`src/rtl/pipe_stall_ctrl.sv`:
```
`default_nettype none
// ---------------------------------------------------------------------------
// pipe_stall_ctrl : per-stage write enables, bubbles and flushes for the
//                   5-stage pipeline, with saturating stall/bubble counters
// Revision 1.0
// ---------------------------------------------------------------------------
module pipe_stall_ctrl #(
  parameter int MDU_LAT    = 32,
  parameter int DELAY_SLOT = 1,
  parameter int CNT_W      = 32
) (
  input  logic             clk,
  input  logic             rst,
  input  logic             id_stall,
  input  logic             exe_mdu_start,
  input  logic             id_branch_taken,
  input  logic             cnt_clr,
  output logic             pc_wena,
  output logic             ifid_wena,
  output logic             ifid_flush,
  output logic             idex_wena,
  output logic             idex_bubble,
  output logic             exe_hold,
  output logic [CNT_W-1:0] stall_cycles,
  output logic [CNT_W-1:0] bubble_count
);

  localparam int CW = (MDU_LAT > 1) ? $clog2(MDU_LAT) : 1;

  typedef enum logic [0:0] {
    RUN      = 1'b0,
    MDU_WAIT = 1'b1
  } state_t;

  state_t        r_state;
  logic [CW-1:0] r_mdu_cnt;
  logic          w_busy;
  logic          w_hazard;

  assign w_busy   = (r_state == MDU_WAIT) || exe_mdu_start;
  assign w_hazard = !w_busy && id_stall;

  always_comb begin
    pc_wena     = 1'b0;
    ifid_wena   = 1'b0;
    ifid_flush  = 1'b0;
    idex_wena   = 1'b0;
    idex_bubble = 1'b0;
    exe_hold    = 1'b0;
    if (!rst) begin
      if (w_busy) begin
        exe_hold = 1'b1;
      end else if (id_stall) begin
        // ID/EX still loads, but a NOP, while the front end freezes
        idex_wena   = 1'b1;
        idex_bubble = 1'b1;
      end else begin
        pc_wena    = 1'b1;
        ifid_wena  = 1'b1;
        idex_wena  = 1'b1;
        ifid_flush = (DELAY_SLOT == 0) && id_branch_taken;
      end
    end
  end

  always_ff @(posedge clk or posedge rst) begin
    if (rst) begin
      r_state   <= RUN;
      r_mdu_cnt <= '0;
    end else begin
      case (r_state)
        RUN: begin
          if (exe_mdu_start && (MDU_LAT > 1)) begin
            r_state   <= MDU_WAIT;
            r_mdu_cnt <= CW'(MDU_LAT - 1);
          end
        end
        MDU_WAIT: begin
          if (r_mdu_cnt == CW'(1)) begin
            r_state   <= RUN;
            r_mdu_cnt <= '0;
          end else begin
            r_mdu_cnt <= r_mdu_cnt - CW'(1);
          end
        end
        default: begin
          r_state   <= RUN;
          r_mdu_cnt <= '0;
        end
      endcase
    end
  end

  // Clear beats increment; both counters stick at all-ones
  always_ff @(posedge clk or posedge rst) begin
    if (rst) begin
      stall_cycles <= '0;
      bubble_count <= '0;
    end else if (cnt_clr) begin
      stall_cycles <= '0;
      bubble_count <= '0;
    end else begin
      if ((w_busy || w_hazard) && !(&stall_cycles))
        stall_cycles <= stall_cycles + CNT_W'(1);
      if (w_hazard && !(&bubble_count))
        bubble_count <= bubble_count + CNT_W'(1);
    end
  end

endmodule
`default_nettype wire

```
`config.mk`:
```
export PLATFORM = sky130hd
export DESIGN_NAME = pipe_stall_ctrl
export DESIGN_NICKNAME = d
export VERILOG_FILES = /design/src/rtl/pipe_stall_ctrl.sv
export SDC_FILE = /design/constraint.sdc
export NUM_CORES = 1
export LEC_CHECK = 0
export ABC_AREA = 1
export CAP_MARGIN = 30
export CORE_MARGIN = 10
export CORE_UTILIZATION = 30
export CTS_CLUSTER_DIAMETER = 100
export DETAILED_ROUTE_END_ITERATION = 10
export PLACE_DENSITY_LB_ADDON = 0.08
export SLEW_MARGIN = 25
export SYNTH_ARGS = -nofsm -noshare
export SYNTH_HDL_FRONTEND = slang
export SYNTH_SLANG_ARGS = --single-unit
```
`constraint.sdc`:
```
create_clock -name clk -period 3 [get_ports clk]
set_input_delay 0.6 -clock clk [delete_from_list [all_inputs] [get_ports clk]]
set_output_delay 0.6 -clock clk [all_outputs]
set_load 0.05 [all_outputs]
```
# --- After elaboration in Yosys (flattened, before gate mapping) ---
# Index checks and enable logic that the tools add are counted.
# W data, S select, Z words.
word_totals:
  register_bits: 70
  input_bits: 6
  out_inout_bits: 70
  elab_cells: 42
classes:
  add_sub_neg: 3
  eq_ne: 2
  mux: 20
  n_bitwise: 1
  n_reduce_logical: 12
ops:
  columns: ["operator", "n"]
  rows:
  - ["$mux W32", 4]
  - ["$add A32 B1 Y32 const B", 2]
  - ["$reduce_and A32 Y1", 2]
  - ["$mux W1", 12]
  - ["$mux W5", 2]
  - ["$pmux W5 S2", 1]
  - ["$eq A5 B1 Y1 const B", 1]
  - ["$sub A5 B1 Y5 const B", 1]
  - ["$reduce_bool A2 Y1", 2]
  - ["$logic_and A1 B1 Y1", 3]
  - ["$logic_not A1 Y1", 3]
  - ["$logic_or A1 B1 Y1", 2]
  - ["$ne A2 B2 Y1 const B", 1]
  - ["$pmux W1 S2", 1]
  - ["$not A1 Y1", 1]

# --- Logic depth before layout (Yosys ltp) ---
# Gate-level depths: netlist (run 1).
depth:
  ltp_word: 7
  depth_mapped: 12
  depth_no_buf: 11

# --- Worst setup path before layout (run 1) ---
# No wires, ideal clock.
synth_timing:
  path_type: "input-to-output"
  start: "in exe_mdu_start"
  end: "out pc_wena"
  arrival_ns: 2.077
  required_ns: 2.400
  slack_ns: 0.323
  stages: 6
  path_buffers: 1
  path_cell_list: "nor2_1 -> inv_1 -> nor2_1 -> inv_1 -> nor2_1 -> buf_4"
synth_between:
  elab_chain_cells: 3
synth_rtl:
  columns: ["item", "line", "rtl"]
  rows:
  - ["start, declared", "15", "input logic exe_mdu_start,"]
  - ["$logic_or A1 B1 Y1", "40", "assign w_busy = (r_state == MDU_WAIT) || exe_mdu_start;"]
  - ["$mux W1 (2 in series)", null, null]
  - ["end, declared", "18", "output logic pc_wena,"]
# No other way between the ends.

# --- Worst setup path in the final report (run 1) ---
layout_timing:
  start: "in exe_mdu_start"
  end: "out ifid_wena"
layout_between:
  elab_chain_cells: 3
layout_rtl:
  columns: ["item", "line", "rtl"]
  rows:
  - ["$logic_or A1 B1 Y1", "40", null]
  - ["$mux W1", "51", "if (w_busy) begin"]
  - ["$mux W1", "50", "if (!rst) begin"]
  - ["end, declared", "19", "output logic ifid_wena,"]
# No other way between the ends.

==> impl_metrics.toml, run 1 <==
[place]
dp_hpwl_mm = 10.8
dp_cells = 977
gp_congestion = 0.923
placement.io_buffers = 73
pre_cts_slack_ns = 0.216

[outcome]
status = "complete, no violations"

[global_route]
grt-ovfl-total = 0
grt_pass1_vias = 4444
track_usage_pct = 13.7
grt_pass1_wl_mm = 23.9
antenna_found_initial = 0
grt_max_degree = 32

[floorplanning]
dieArea_sq_mm = 0.0211
rows = 45
dieHeight_um = 145
die_w_um = 145
start_util_pct = 30.7
core_area_sq_mm = 0.0153
io_pins = 76

[power]
ir_drop_v = 0.000263
leakage_uw = 0.00259
p_total_uw = 2460
power_density_mw_per_mm2 = 411

[run]
max_cap_viol_count = 0

[route]
first_pass_iters = 5
wire_per_inst_um = 14.5
antenna_left = 0
num_vias = 4696
drt_wl_total_mm = 14.4
drc = 0
vias_per_cell = 4.73
drtIter0Drc = 367

[yosys]
netlist_top_cells_count = "nand2_1, nor2_1, nand3_1, dfrtp_1, inv_1"
yosysWarnings = 0
synth.ff_latch_count = 70
synth_edf_count = 0
yosysMostFrequentCell = "nand2_1"
ys_types = 40
ys_seq_area_share_pct = 37.2
synthArstFlopShare_pct = 100
yosys.area.top_type = "dfrtp_1"
synth_area_leaders = "dfrtp_1, nand2_1, nand3_1"
synth_cells = 701
synth_ff_type = "dfrtp_1"
synth_area_sq_mm = 0.00471
avgSynthCellArea_sq_um = 6.71
mappedNetlistNets = 711
synth_top_area_share_pct = 37.2

[timing]
worst_pin_slew_ns = 0.647
hold_violations = 0
setup_tns_ns = 0
fin_ws_ns = 0.196
slew_violations = 0
max_freq_mhz = 357
skew_ns = 0.00709
setup_viol = 0
finalCritPeriodShare_pct = 93.5
relSlewSlack_pct = 56.8
rsz0062_at_grt = "no"
min_period_ns = 2.80

[worst_setup_path]
path_max_fanout = 5
cp-end-kind = "primary output"
path_common_cell = "nor2_1"
crit_buf_inv = 4
path_cells = "clkdlybuf4s50_1 > nor2_1 > inv_1 > nor2_1 > inv_1 > nor2_1 > buf_12"
worst_path_max_delay_cell = "clkdlybuf4s50_1"
worstSetupPathType = "input pin to primary output"
max_stage_delay_ns = 0.48
cp_top_family = "buffers and inverters"
worstPathArrival_ns = 2.20
worstPathRequired_ns = 2.40
critPathLaunchType = "input pin"

[clock_tree]
clock_path_buffers = 2
clk_latency_ns = 0.34
holdBufCountCts = 0
cts_root_buffer = "clkbuf_16"
cts.sinks = 70
cts_tree = "yes"
htree_levels = 3
cts_resized = 0
clkSlewWorstSetupHoldPaths_ns = 0.06
numCtsBuffers = 9
postCtsSetupBuffers = 0

[cells_and_area]
drive_gt1_share_pct = 7.17
final_cells = 992
nets = 787
syn_to_final_growth_pct = 27.4
nFillCells = 1637
insertedDiodeCount = 0

[hold_path]
holdCritPathClass = "flop to flop"
## worst reg2reg max path: cells and delay by family (launching register included)
family | cells | cell delay, ns
and+or+nand+nor | 9 | 1.43
DFF | 1 | 0.44
adders and majority gates | 1 | 0.25
## cell type report
cell class | count | area (sq um) | area share, %
clock buffer | 11 | 233 | 3.88
clock inverter | 4 | 48.8 | 0.814
inverter | 63 | 241 | 4.03
multi-input combinational | 551 | 2600 | 43.3
sequential | 70 | 1750 | 29.2
tap | 211 | 264 | 4.40
timing repair buffer | 82 | 861 | 14.4
## report_power, final
group          switching, uW  internal [uW]  total [uW]  leakage (uW)
Sequential              44.9            996        1040      0.000960
Combinational            241            125         367       0.00149
Clock                    416            638        1050      0.000139
Total                    702           1760        2460       0.00259
## state kept, by name, summed over array words and instances (netlist names)
name	flops
r_mdu_cnt	5
r_state	1
bubble_count	32
stall_cycles	32
## kinds of logic after synthesis
kind of cell             Yosys count  share of synthesized area [%]
XOR/XNOR                          27                           5.03
AO/OA/AOI/OAI                     49                           5.93
AND/OR/NAND/NOR                  470                           43.1
flip-flops                        70                           37.2
buffers and inverters             80                           7.60
adder cells (fa/ha/maj)            4                           1.06
other                              1                         0.0797
## cell usage in the layout, fill, tap and decap left out, types with 2 or more instances in the layout
| cell | instances |
|---|---|
| or2_2 | 3 |
| nand2_4 | 4 |
| buf_12 | 6 |
| o21ai_1 | 9 |
| nor2_2 | 9 |
| o21bai_1 | 4 |
| dfrtp_1 | 70 |
| xnor2_1 | 16 |
| clkbuf_16 | 9 |
| inv_1 | 60 |
| nand3b_1 | 5 |
| nand2_2 | 3 |
| a21oi_1 | 5 |
| a21oi_2 | 3 |
| nor3_1 | 2 |
| o21ai_0 | 23 |
| inv_2 | 2 |
| nand2_1 | 261 |
| clkdlybuf4s50_1 | 68 |
| nand3_1 | 75 |
| buf_4 | 8 |
| nand4_1 | 9 |
| nor2_1 | 93 |
| ha_1 | 4 |
| xor2_1 | 11 |
| clkbuf_1 | 2 |
| clkinv_2 | 2 |
| nor2_8 | 2 |
## metrics by stage
stage	utilization, %	hold slack, ns	instance area (sq um)
after floorplan	-	0.482	4710
after global placement	37.3	0.528	5710
after detailed placement	37.3	0.517	5710
after CTS	39.2	0.531	6000
after global routing	39.2	0.560	6000
final	39.2	0.523	6000
## layer usage
| metal | global-route usage (%) | part of all wire (%) |
|---|---|---|
| met2 | 20.5 | 44 |
| met3 | 2.70 | 4.4 |
| met4 | 4.80 | 1.4 |
| met5 | 0 | 0 |
| met1 | 19.1 | 50 |
## path summary, 6_finish.rpt
check | end | from | slack (ns) | cells after the start
setup reg to reg | bubble_count[9] | bubble_count[1] | 0.76 | 10
setup / recovery | ifid_wena | exe_mdu_start | 0.20 | 7
hold reg to reg | r_mdu_cnt[0] | r_mdu_cnt[0] | 0.52 | 1
hold / removal | r_mdu_cnt[0] | r_mdu_cnt[0] | 0.52 | 1
min in group asynchronous | r_mdu_cnt[3] | rst | 0.79 | 2
max in group asynchronous | bubble_count[20] | rst | 1.64 | 3
No activity file was read; power rests on OpenSTA's default activity.
==> run 2, diff against run 1 <==
SKIP_CTS_REPAIR_TIMING = 1   (was default)
==> results of run 2 <==
Same layout as run 1: the final DEF is identical, and so are final timing and power.
